## config.mk

```make
export PLATFORM = sky130hd
export DESIGN_NAME = ysyx_25020037_axi_arbiter
export DESIGN_NICKNAME = d
export VERILOG_FILES = /design/src/rtl/ysyx_25020037_axi_arbiter.sv
export SDC_FILE = /design/constraint.sdc
export NUM_CORES = 1
export LEC_CHECK = 0
export ABC_AREA = 1
export ABC_CLOCK_PERIOD_IN_PS = 2000
export BUFFER_PORTS_ARGS = -buffer_cell sky130_fd_sc_hd__buf_4
export CORE_AREA = 2 2 184 186
export DETAILED_ROUTE_END_ITERATION = 10
export DIE_AREA = 0 0 186 188
export GPL_ROUTABILITY_DRIVEN = 0
export PLACE_DENSITY = 0.32
export SYNTH_ARGS = -nofsm -noshare
export SYNTH_HDL_FRONTEND = slang
export SYNTH_SLANG_ARGS = --single-unit
```

## constraint.sdc

```tcl
create_clock -name clk -period 2 [get_ports clk]
set_input_delay 0.4 -clock clk [delete_from_list [all_inputs] [get_ports clk]]
set_output_delay 0.4 -clock clk [all_outputs]
set_load 0.02 [all_outputs]
```

## src/rtl/ysyx_25020037_axi_arbiter.sv

```systemverilog
// Two-master, one-slave AXI4 arbiter: IFU (read-only) and LSU (read/write) share one SoC port.
// One whole transaction is granted at a time, round-robin between the two masters.
module ysyx_25020037_axi_arbiter (
   input  logic        clk,
   input  logic        rst_n,
   // IFU read channels
   input  logic        m0_arvalid,
   input  logic [31:0] m0_araddr,
   input  logic [3:0]  m0_arid,
   input  logic [7:0]  m0_arlen,
   input  logic [2:0]  m0_arsize,
   input  logic [1:0]  m0_arburst,
   output logic        m0_arready,
   output logic        m0_rvalid,
   output logic [31:0] m0_rdata,
   output logic [1:0]  m0_rresp,
   output logic        m0_rlast,
   output logic [3:0]  m0_rid,
   input  logic        m0_rready,
   // LSU read channels
   input  logic        m1_arvalid,
   input  logic [31:0] m1_araddr,
   input  logic [3:0]  m1_arid,
   input  logic [7:0]  m1_arlen,
   input  logic [2:0]  m1_arsize,
   input  logic [1:0]  m1_arburst,
   output logic        m1_arready,
   output logic        m1_rvalid,
   output logic [31:0] m1_rdata,
   output logic [1:0]  m1_rresp,
   output logic        m1_rlast,
   output logic [3:0]  m1_rid,
   input  logic        m1_rready,
   // LSU write channels
   input  logic        m1_awvalid,
   input  logic [31:0] m1_awaddr,
   input  logic [3:0]  m1_awid,
   input  logic [7:0]  m1_awlen,
   input  logic [2:0]  m1_awsize,
   input  logic [1:0]  m1_awburst,
   output logic        m1_awready,
   input  logic        m1_wvalid,
   input  logic [31:0] m1_wdata,
   input  logic [3:0]  m1_wstrb,
   input  logic        m1_wlast,
   output logic        m1_wready,
   output logic        m1_bvalid,
   output logic [1:0]  m1_bresp,
   output logic [3:0]  m1_bid,
   input  logic        m1_bready,
   // Slave side
   output logic        s_arvalid,
   output logic [31:0] s_araddr,
   output logic [3:0]  s_arid,
   output logic [7:0]  s_arlen,
   output logic [2:0]  s_arsize,
   output logic [1:0]  s_arburst,
   input  logic        s_arready,
   input  logic        s_rvalid,
   input  logic [31:0] s_rdata,
   input  logic [1:0]  s_rresp,
   input  logic        s_rlast,
   input  logic [3:0]  s_rid,
   output logic        s_rready,
   output logic        s_awvalid,
   output logic [31:0] s_awaddr,
   output logic [3:0]  s_awid,
   output logic [7:0]  s_awlen,
   output logic [2:0]  s_awsize,
   output logic [1:0]  s_awburst,
   input  logic        s_awready,
   output logic        s_wvalid,
   output logic [31:0] s_wdata,
   output logic [3:0]  s_wstrb,
   output logic        s_wlast,
   input  logic        s_wready,
   input  logic        s_bvalid,
   input  logic [1:0]  s_bresp,
   input  logic [3:0]  s_bid,
   output logic        s_bready
);

   typedef enum logic [1:0] {IDLE, RD0, RD1, WR1} state_t;

   state_t state, next_state;
   logic   last_grant;
   logic   addr_done;
   logic   req0, req1;

   assign req0 = m0_arvalid;
   assign req1 = m1_awvalid | m1_arvalid;

   // last_grant starts at 1 so the IFU wins the first tie after reset
   always_ff @(posedge clk or negedge rst_n) begin
      if (!rst_n) begin
         state      <= IDLE;
         last_grant <= 1'b1;
         addr_done  <= 1'b0;
      end else begin
         state <= next_state;
         if (state == IDLE) begin
            addr_done <= 1'b0;
            if (next_state == RD0)
               last_grant <= 1'b0;
            else if (next_state != IDLE)
               last_grant <= 1'b1;
         end else if ((s_arvalid && s_arready) || (s_awvalid && s_awready)) begin
            addr_done <= 1'b1;
         end
      end
   end

   always_comb begin
      next_state = state;
      case (state)
         IDLE: begin
            if (req0 && (!req1 || last_grant))
               next_state = RD0;
            else if (req1)
               next_state = m1_awvalid ? WR1 : RD1;
         end
         RD0, RD1: begin
            if (s_rvalid && s_rready && s_rlast)
               next_state = IDLE;
         end
         WR1: begin
            if (s_bvalid && s_bready)
               next_state = IDLE;
         end
         default: next_state = IDLE;
      endcase
   end

   // Address readys are gated with addr_done too, so a master queuing its next
   // request during the data phase is not told it was accepted.
   always_comb begin
      m0_arready = 1'b0;
      m0_rvalid  = 1'b0;
      m0_rdata   = 32'h0;
      m0_rresp   = 2'b00;
      m0_rlast   = 1'b0;
      m0_rid     = 4'h0;
      m1_arready = 1'b0;
      m1_rvalid  = 1'b0;
      m1_rdata   = 32'h0;
      m1_rresp   = 2'b00;
      m1_rlast   = 1'b0;
      m1_rid     = 4'h0;
      m1_awready = 1'b0;
      m1_wready  = 1'b0;
      m1_bvalid  = 1'b0;
      m1_bresp   = 2'b00;
      m1_bid     = 4'h0;
      s_arvalid  = 1'b0;
      s_araddr   = 32'h0;
      s_arid     = 4'h0;
      s_arlen    = 8'h0;
      s_arsize   = 3'h0;
      s_arburst  = 2'h0;
      s_rready   = 1'b0;
      s_awvalid  = 1'b0;
      s_awaddr   = 32'h0;
      s_awid     = 4'h0;
      s_awlen    = 8'h0;
      s_awsize   = 3'h0;
      s_awburst  = 2'h0;
      s_wvalid   = 1'b0;
      s_wdata    = 32'h0;
      s_wstrb    = 4'h0;
      s_wlast    = 1'b0;
      s_bready   = 1'b0;
      case (state)
         RD0: begin
            s_arvalid  = m0_arvalid & ~addr_done;
            s_araddr   = m0_araddr;
            s_arid     = m0_arid;
            s_arlen    = m0_arlen;
            s_arsize   = m0_arsize;
            s_arburst  = m0_arburst;
            m0_arready = s_arready & ~addr_done;
            m0_rvalid  = s_rvalid;
            m0_rdata   = s_rdata;
            m0_rresp   = s_rresp;
            m0_rlast   = s_rlast;
            m0_rid     = s_rid;
            s_rready   = m0_rready;
         end
         RD1: begin
            s_arvalid  = m1_arvalid & ~addr_done;
            s_araddr   = m1_araddr;
            s_arid     = m1_arid;
            s_arlen    = m1_arlen;
            s_arsize   = m1_arsize;
            s_arburst  = m1_arburst;
            m1_arready = s_arready & ~addr_done;
            m1_rvalid  = s_rvalid;
            m1_rdata   = s_rdata;
            m1_rresp   = s_rresp;
            m1_rlast   = s_rlast;
            m1_rid     = s_rid;
            s_rready   = m1_rready;
         end
         WR1: begin
            s_awvalid  = m1_awvalid & ~addr_done;
            s_awaddr   = m1_awaddr;
            s_awid     = m1_awid;
            s_awlen    = m1_awlen;
            s_awsize   = m1_awsize;
            s_awburst  = m1_awburst;
            m1_awready = s_awready & ~addr_done;
            s_wvalid   = m1_wvalid;
            s_wdata    = m1_wdata;
            s_wstrb    = m1_wstrb;
            s_wlast    = m1_wlast;
            m1_wready  = s_wready;
            m1_bvalid  = s_bvalid;
            m1_bresp   = s_bresp;
            m1_bid     = s_bid;
            s_bready   = m1_bready;
         end
         default: ;
      endcase
   end

endmodule
```

== Yosys cells after proc, flatten, opt, wreduce, memory -nomap -nowiden ==
Index checks and enable logic that the tools add are counted.

* Word-level logic and storage cells: 74
* Bits of input ports: 243
* Register bits: 4
* Output and inout port bits: 231

* Reduce and logical (&&, ||, !) cells: 15
* Mux-type cells: 45
* Bitwise gates (word level): 7
* Equal/unequal tests: 4

{| class="wikitable"
|+ Operator list
! kind !! count
|-
| 2-to-1 mux 32 bit || 4
|-
| one-hot mux 32 bit (2 select lines) || 1
|-
| 2-to-1 mux 4 bit || 5
|-
| 2-to-1 mux 1 bit || 18
|-
| 2-to-1 mux 2 bit || 8
|-
| one-hot mux 8 bit (2 select lines) || 1
|-
| 2-to-1 mux 8 bit || 1
|-
| one-hot mux 4 bit (2 select lines) || 1
|-
| logical AND 1 bit || 6
|-
| one-hot mux 2 bit (3 select lines) || 1
|-
| one-hot mux 3 bit (2 select lines) || 1
|-
| nonzero test 2 bit || 3
|-
| bitwise AND 1 bit || 5
|-
| == test 2 x 1 -> 1 bit (second input constant) || 2
|-
| == test 2 bit (second input constant) || 2
|-
| one-hot mux 1 bit (2 select lines) || 2
|-
| one-hot mux 2 bit (2 select lines) || 1
|-
| 2-to-1 mux 3 bit || 1
|-
| logical NOT 2 bit || 1
|-
| logical OR 1 bit || 2
|-
| AND reduction 2 bit || 1
|-
| OR reduction 2 bit || 1
|-
| logical NOT 1 bit || 1
|-
| NOT 1 bit || 1
|-
| bitwise OR 1 bit || 1
|}

== Depth between registers and ports, before layout ==
Gate-level depths: netlist (run 1).

* Word-level depth: 9
* Mapped depth: 10
* Depth with buffers taken out: 9

== Least setup slack after synthesis (run 1) ==
OpenSTA, ideal clock, no wires.

* Path kind: register to output
* From: reg state[1]
* To: out m0_arready
* Data required time: 1.600 ns
* Slack: 0.156 ns
* Data arrival time: 1.444 ns
* Cell stages (with the launch flop): 6
* Cell sequence: dfrtp_1 inv_1 ha_1 buf_4 buf_4 nor3b_1

* Word-level cells in the longest chain between the ends: 2

{| class="wikitable"
|+ RTL lines
! item !! line !! RTL
|-
| start, declared || 85 || <nowiki>state_t state, next_state;</nowiki>
|-
| start signal, assigned || 100 || <nowiki>state <= next_state;</nowiki>
|-
| == test 2 x 1 -> 1 bit || 172 || <nowiki>case (state)</nowiki>
|-
| 2-to-1 mux 1 bit || 172 ||
|-
| end, declared || 13 || <nowiki>output logic m0_arready,</nowiki>
|}

No other way between the ends.

== Worst setup path in the final report (run 1) ==
* From: reg state[1]
* To: out s_arburst[1]

* Word-level cells in the longest chain between the ends: 2

{| class="wikitable"
|+ RTL lines
! item !! line !! RTL
|-
| == test 2 bit / == test 2 x 1 -> 1 bit (equally long branches) || 172 ||
|-
| one-hot mux 2 bit (2 select lines) (*) || 172 ||
|-
| end, declared || 57 || <nowiki>output logic [1:0] s_arburst,</nowiki>
|}

Every way passes the cells marked *; elsewhere a longest branch is shown, timed or not.

==> flow_summary_export.csv, run 1 <==
group,metric,value,unit
status,status,"complete, but fails checks",
status,violations,"negative setup slack",
job,cap_violations,0,
synthesis,syn-cell-area,2530,sq um
critical_path,critical_path.max_fanout,6,
critical_path,worstPathArrival,1.68,ns
synthesis,ys_ff_latch,4,
die,die_h,188,um
critical_path,ff2ff_path_depth,12,
timing,fin_worst_skew,0.00408,ns
die,start_util,0.0766,
global_routing,grt_start_max_net_pins,41,
global_routing,grt_usage,0.103,
global_routing,grt_pass1_vias,4707,
critical_path,reg2reg_to,"state[0]",
timing,finalCritPeriodShare,1.04,
clock_tree,cts_made_buffers,3,
synthesis,netlist_top_cells_count,"nand2_1, inv_1, a21oi_1",
timing,drv_slew,0,
pwr,ir_drop,0.000524,V
clock_tree,h-tree-depth,1,
worst_hold_path,hold_path.class,"reg2reg",
critical_path,start_kind,"flop",
layout,diodes,0,
detailed_routing,dr.pass1.iters,5,
critical_path,crit_type,"reg2out",
die,fp-row-count,67,
synthesis,synth_top_area_share,0.431,
layout,fin_util,0.228,
critical_path,reg2reg_slack,0.39,ns
die,die-area,35000,sq um
synthesis,async_reset_ff_frac,1.00,
layout,syn_to_final_growth,198,%
detailed_routing,dr.first_iter.drc_count,105,
timing,finalHoldViolations,0,
timing,rsz0062_at_grt,"true",
timing,worst_pin_slew,0.269,ns
layout,fin_nets,1328,
synthesis,yosys_warnings,0,
clock_tree,cts_sinks,4,
place,port_buffers,473,
synthesis,yosys.area.top_type,"nand2_1",
synthesis,ys.flop_type,"dfrtp_1",
global_routing,antenna_found_initial,0,
synthesis,synth_cells,587,
synthesis,synthTopCellsByArea,"nand2_1, inv_1, a21oi_1",
detailed_routing,drt-vias-per-instance,3.35,
critical_path,reg2reg_from,"state[1]",
timing,fmax,481,MHz
timing,fin_ws,-0.0775,ns
die,core_area,33100,sq um
place,dp_hpwl,16.9,mm
synthesis,syn_area_per_cell,4.32,sq um
clock_tree,clock_latency,0.23,ns
die,ios,474,
detailed_routing,ant_nets,0,
die,die_x,186,um
worst_hold_path,min_path_cells,2,
clock_tree,path_clk_slew,0.03,ns
global_routing,grt_pass1_wl,27.1,mm
synthesis,ys_types,22,
detailed_routing,vias,5113,
synthesis,synth-seq-area-share,0.0400,
critical_path,cp.required,1.60,ns
worst_hold_path,hold_start,"last_grant",
clock_tree,root_buffer,"clkbuf_16",
layout,layout-drive-gt1-share,0.527,
detailed_routing,route.detailed.drc,0,
timing,relSlewSlack,0.820,
synthesis,synth-edff-count,0,
place,pre_cts_slack,0.0671,ns
clock_tree,tritoncts,"built",
timing,timing.hold.ws,0.462,ns
worst_hold_path,whs_endpoint,"last_grant",
pwr,p_per_area,1210,nW/um^2
synthesis,synth_fp_nets,834,
timing,period_needed,2.08,ns
global_routing,grt-ovfl-total,0,
synthesis,yosys.cell_count.top_type,"nand2_1",
clock_tree,clockBufferDepth,2,
detailed_routing,drt_wl_total,21.6,mm
critical_path,cp-end-kind,"output port",
pwr,p_leak,0.00511,uW
detailed_routing,wl_per_cell,14.1,um
timing,setup_viol,53,
## per-stage QoR
step	power, uW	std cells	TNS, ns	instance area [sq um]
2_1_floorplan	3920	587	0	2530
3_3_place_gp	7310	1494	0	6700
3_5_place_dp	7210	1494	0	6700
4_1_cts	8030	1506	-3.47	6950
5_1_grt	9750	1528	-7.10	7550
6_report	9110	1528	-1.01	7550
## layout make-up
type / count / area, sq um
multi-input cells: 363 / 1680
well taps: 448 / 561
clock buffers: 4 / 78.8
fillers: 3821 / 25600
inverters: 184 / 696
repair buffers: 525 / 4430
flip-flops and latches: 4 / 101
## repair_timing
item,CTS,global route
gates cloned,3,11
hold buffers,1,0
gates resized for setup,12,72
endpoints found under the setup margin,64,119
endpoints found under the hold margin,3,0
pin swaps,2,19
setup buffers,4,13
## worst max-delay path, stage by stage (launching register included)
cell     delay, ns
dfrtp_1       0.38
inv_2         0.10
buf_6         0.10
ha_4          0.14
buf_12        0.14
buf_6         0.11
buf_16        0.14
nand2_4       0.05
a21oi_2       0.14
buf_6         0.13
## cell families (layout without fill, tap and decap cells)
family	after synthesis	count (layout)	synth area share
AOI/OAI and AO/OA	54	54	0.108
adders and majority gates	4	4	0.0197
buffers and inverters	220	713	0.368
DFF	4	4	0.0400
and+or+nand+nor	305	305	0.464
## cells in the final DEF, fill, tap and decap left out
master         synthesis  final
nor3b_1                2      1
buf_12                 0     10
and3_4                 0      1
nor3b_2                1      1
nor3_1                 1      1
clkbuf_1               4      1
nor2_1                 2      2
o21bai_1               1      1
dlygate4sd3_1          0      1
ha_1                   4      1
nand3_1                4      4
nand2_2                1     10
or2_4                  0      1
a21oi_2                0     13
inv_6                  0      1
dfstp_2                1      1
clkbuf_16              0     13
inv_2                  1      3
buf_6                  7     19
nand2_1              291    275
ha_4                   0      3
dfrtp_1                3      3
inv_1                183    180
a31oi_1                1      1
buf_16                 0      4
buf_8                  0      5
nand4_1                1      1
nand2_4                0      7
a21oi_1               52     39
nor3b_4                0      1
buf_4                  9    476
## flip-flops by register name, summed over array words and instances (netlist names)
| name | flops |
|---|---|
| state | 2 |
| last_grant | 1 |
| addr_done | 1 |
## worst max-delay path by stage
stage	endpoint	slack, ns	start	cells after the start
2_1_floorplan	m0_arready	0.16	state[1]	5
3_3_place_gp	s_arlen[3]	0.05	state[0]	6
3_5_place_dp	s_arlen[4]	0.07	state[1]	6
4_1_cts	s_araddr[4]	-0.09	state[1]	7
5_1_grt	s_araddr[27]	-0.14	state[1]	9
6_report	s_arburst[1]	-0.08	state[1]	9
## report_power, final
group / internal, uW / leakage (uW) / total, uW / switching (uW)
clock: 264 / 0.0000382 / 324 / 60.0
combinational: 3920 / 0.00503 / 8630 / 4710
sequential: 127 / 0.0000485 / 158 / 31.5
## per-layer routing
layer,GRT usage,share of wire,up-vias
met1,0.0983,0.35,2221
met5,0,0,-
met4,0.0115,0.0062,0
met3,0.0225,0.076,12
li1,-,-,2608
met2,0.223,0.57,272
No activity file was read; power rests on OpenSTA's default activity.
==> run 2, diff against run 1 <==
- ABC_AREA: 1 -> default
- CORE_AREA: 2 2 184 186 -> 2 2 182 184
- DIE_AREA: 0 0 186 188 -> 0 0 184 186
- HOLD_SLACK_MARGIN: default -> 0.03
- SETUP_SLACK_MARGIN: default -> 0.2
==> flow_summary_export.csv, run 2 <==
group,metric,value,unit
die,ios,474,
critical_path,reg2reg_slack,0.21,ns
clock_tree,root_buffer,"clkbuf_16",
detailed_routing,ant_nets,0,
layout,fin_nets,1100,
timing,rsz0062_at_grt,"true",
synthesis,ys_types,28,
critical_path,cp_slowest_cell,"dfrtp_1",
critical_path,reg2reg_to,"state[0]",
layout,final_common_cell,"buf_4",
timing,finalHoldViolations,0,
timing,period_needed,2.10,ns
timing,finalCritPeriodShare,1.05,
critical_path,crit_start,"state[1]",
global_routing,grt_pass1_vias,4412,
clock_tree,cts_made_buffers,3,
synthesis,synth_top_area_share,0.480,
global_routing,grt-ovfl-total,0,
synthesis,netlist_top_cells_count,"and2_1, nor2b_1, a22oi_1",
detailed_routing,dr.pass1.iters,4,
worst_hold_path,hold_path.class,"in2reg",
layout,diodes,0,
critical_path,cp.required,1.60,ns
critical_path,worstPathArrival,1.70,ns
critical_path,start_kind,"flop",
detailed_routing,dr.first_iter.drc_count,123,
critical_path,path_cells,"buf_6, buf_6, ha_4, buf_4, buf_16, and2_1, buf_4",
clock_tree,path_clk_slew,0.03,ns
critical_path,crit_end,"s_awid[0]",
synthesis,synth-edff-count,0,
place,dp_cells,1203,
global_routing,grt_pass1_wl,31.5,mm
timing,relSlewSlack,0.803,
critical_path,cp-end-kind,"output port",
layout,top_register,"state",
synthesis,syn-cell-area,2290,sq um
pwr,ir_drop,0.000513,V
layout,layout-drive-gt1-share,0.869,
global_routing,grt_usage,0.126,
pwr,p_per_area,1380,nW/um^2
critical_path,crit_type,"reg2out",
critical_path,worst_path_largest_cell_delay,0.39,ns
synthesis,ys.flop_type,"dfrtp_1",
clock_tree,clockBufferDepth,2,
critical_path,critical_path.max_fanout,10,
global_routing,antenna_found_initial,0,
clock_tree,clock_latency,0.23,ns
layout,layout_common_cells,"buf_4, buf_6, and2_4, and2_1, nor2b_2",
timing,worst_pin_slew,0.295,ns
clock_tree,tritoncts,"built",
critical_path,reg2reg_from,"state[0]",
die,core_area,32200,sq um
die,start_util,0.0712,
timing,fmax,477,MHz
synthesis,ys_ff_latch,4,
layout,syn_to_final_growth,274,%
global_routing,grt_start_max_net_pins,45,
die,die-area,34200,sq um
clock_tree,cts_sinks,4,
synthesis,synth-seq-area-share,0.0442,
synthesis,synth_fp_nets,594,
clock_tree,h-tree-depth,1,
die,die_h,186,um
layout,fin_cells,1260,
place,placed_area,6500,sq um
synthesis,synthTopCellsByArea,"and2_1, a22oi_1, nor2b_1",
synthesis,syn_area_per_cell,6.61,sq um
synthesis,synth_cells,347,
detailed_routing,wl_per_cell,20.2,um
die,die_x,184,um
timing,fin_worst_skew,0.00133,ns
layout,fin_util,0.267,
timing,fin_setup_tns,-3.89,ns
detailed_routing,drt_wl_total,25.5,mm
detailed_routing,route.detailed.drc,0,
synthesis,yosys.area.top_type,"and2_1",
timing,fin_ws,-0.0957,ns
pwr,power,11900,uW
place,dp_hpwl,17.6,mm
pwr,p_leak,0.00421,uW
synthesis,async_reset_ff_frac,1.00,
timing,drv_slew,0,
die,fp-row-count,66,
detailed_routing,drt-vias-per-instance,3.61,
place,port_buffers,473,
timing,setup_viol,96,
synthesis,yosys_warnings,0,
job,cap_violations,0,
layout,largestRegisters,"state (2), addr_done (1), last_grant (1)",
critical_path,ff2ff_path_depth,7,
layout,largest_register_ff_count,2,
detailed_routing,vias,4551,
status,status,"complete, but fails checks",
layout,fin_area,8590,sq um
synthesis,yosys.cell_count.top_type,"and2_1",
status,violations,"negative setup slack",
run 2: timing repair:
action                                  CTS  global route
cloned                                   16            11
hold buffers                              1             0
endpoints found under the setup margin  229           231
buffers inserted                         14            11
endpoints found under the hold margin     3             0
pin swaps                                23            17
gates resized for setup                 180           150
run 2: worst max-delay path, delay by kind of cell, from the launching register on:
| kind | cells | cell delay (ns) |
|---|---|---|
| buffers and inverters | 5 | 0.70 |
| DFF | 1 | 0.39 |
| adders and majority gates | 1 | 0.23 |
| and+or+nand+nor | 1 | 0.13 |
run 2: layout make-up:
cell class                 count  area (sq um)
clock buffer                   4          78.8
fill                        3529         23600
inverter                       3          13.8
multi-input combinational    305          2600
sequential                     4           103
tap                          408           510
timing repair buffer         536          5280
run 2: how the worst min path moves through the flow:
stage	slack, ns	from	end	depth (start not counted)
floorplan	0.10	rst_n	addr_done	0
global placement	0.20	rst_n	addr_done	1
detailed placement	0.20	rst_n	addr_done	1
CTS	0.48	s_arready	addr_done	3
global route	0.50	last_grant	last_grant	1
finish	0.48	s_arready	addr_done	3
run 2: logic make-up (layout without fill, tap and decap cells):
kind of cell               after synthesis  in the layout  share of synthesized area
adders and majority gates                4              4                     0.0218
muxes                                    1              1                    0.00436
buffers and inverters                   38            543                     0.0726
and+or+nand+nor                        239            239                      0.654
DFF                                      4              4                     0.0442
AOI/OAI and AO/OA                       61             61                      0.203
run 2: routing by layer:
metal | vias up | GRT usage | routed length, um
met5 | - | 0 | 0
met2 | 263 | 0.253 | 13600
met1 | 2122 | 0.141 | 9980
met3 | 7 | 0.0254 | 1830
met4 | 0 | 0.00672 | 112
li1 | 2159 | - | -
run 2: per-stage QoR:
| step | worst slack [ns] | hold WS [ns] |
|---|---|---|
| final | -0.0957 | 0.479 |
| after global routing | -0.146 | 0.498 |
| after CTS | -0.106 | 0.478 |
| after detailed placement | 0.0873 | 0.202 |
| after global placement | 0.0869 | 0.203 |
| after floorplan | 0.267 | 0.104 |
run 2: where the power goes:
part / total [uW] / internal [uW] / switching [uW]
Clock: 327 / 264 / 62.7
Combinational: 11300 / 6140 / 5210
Sequential: 188 / 134 / 54.2
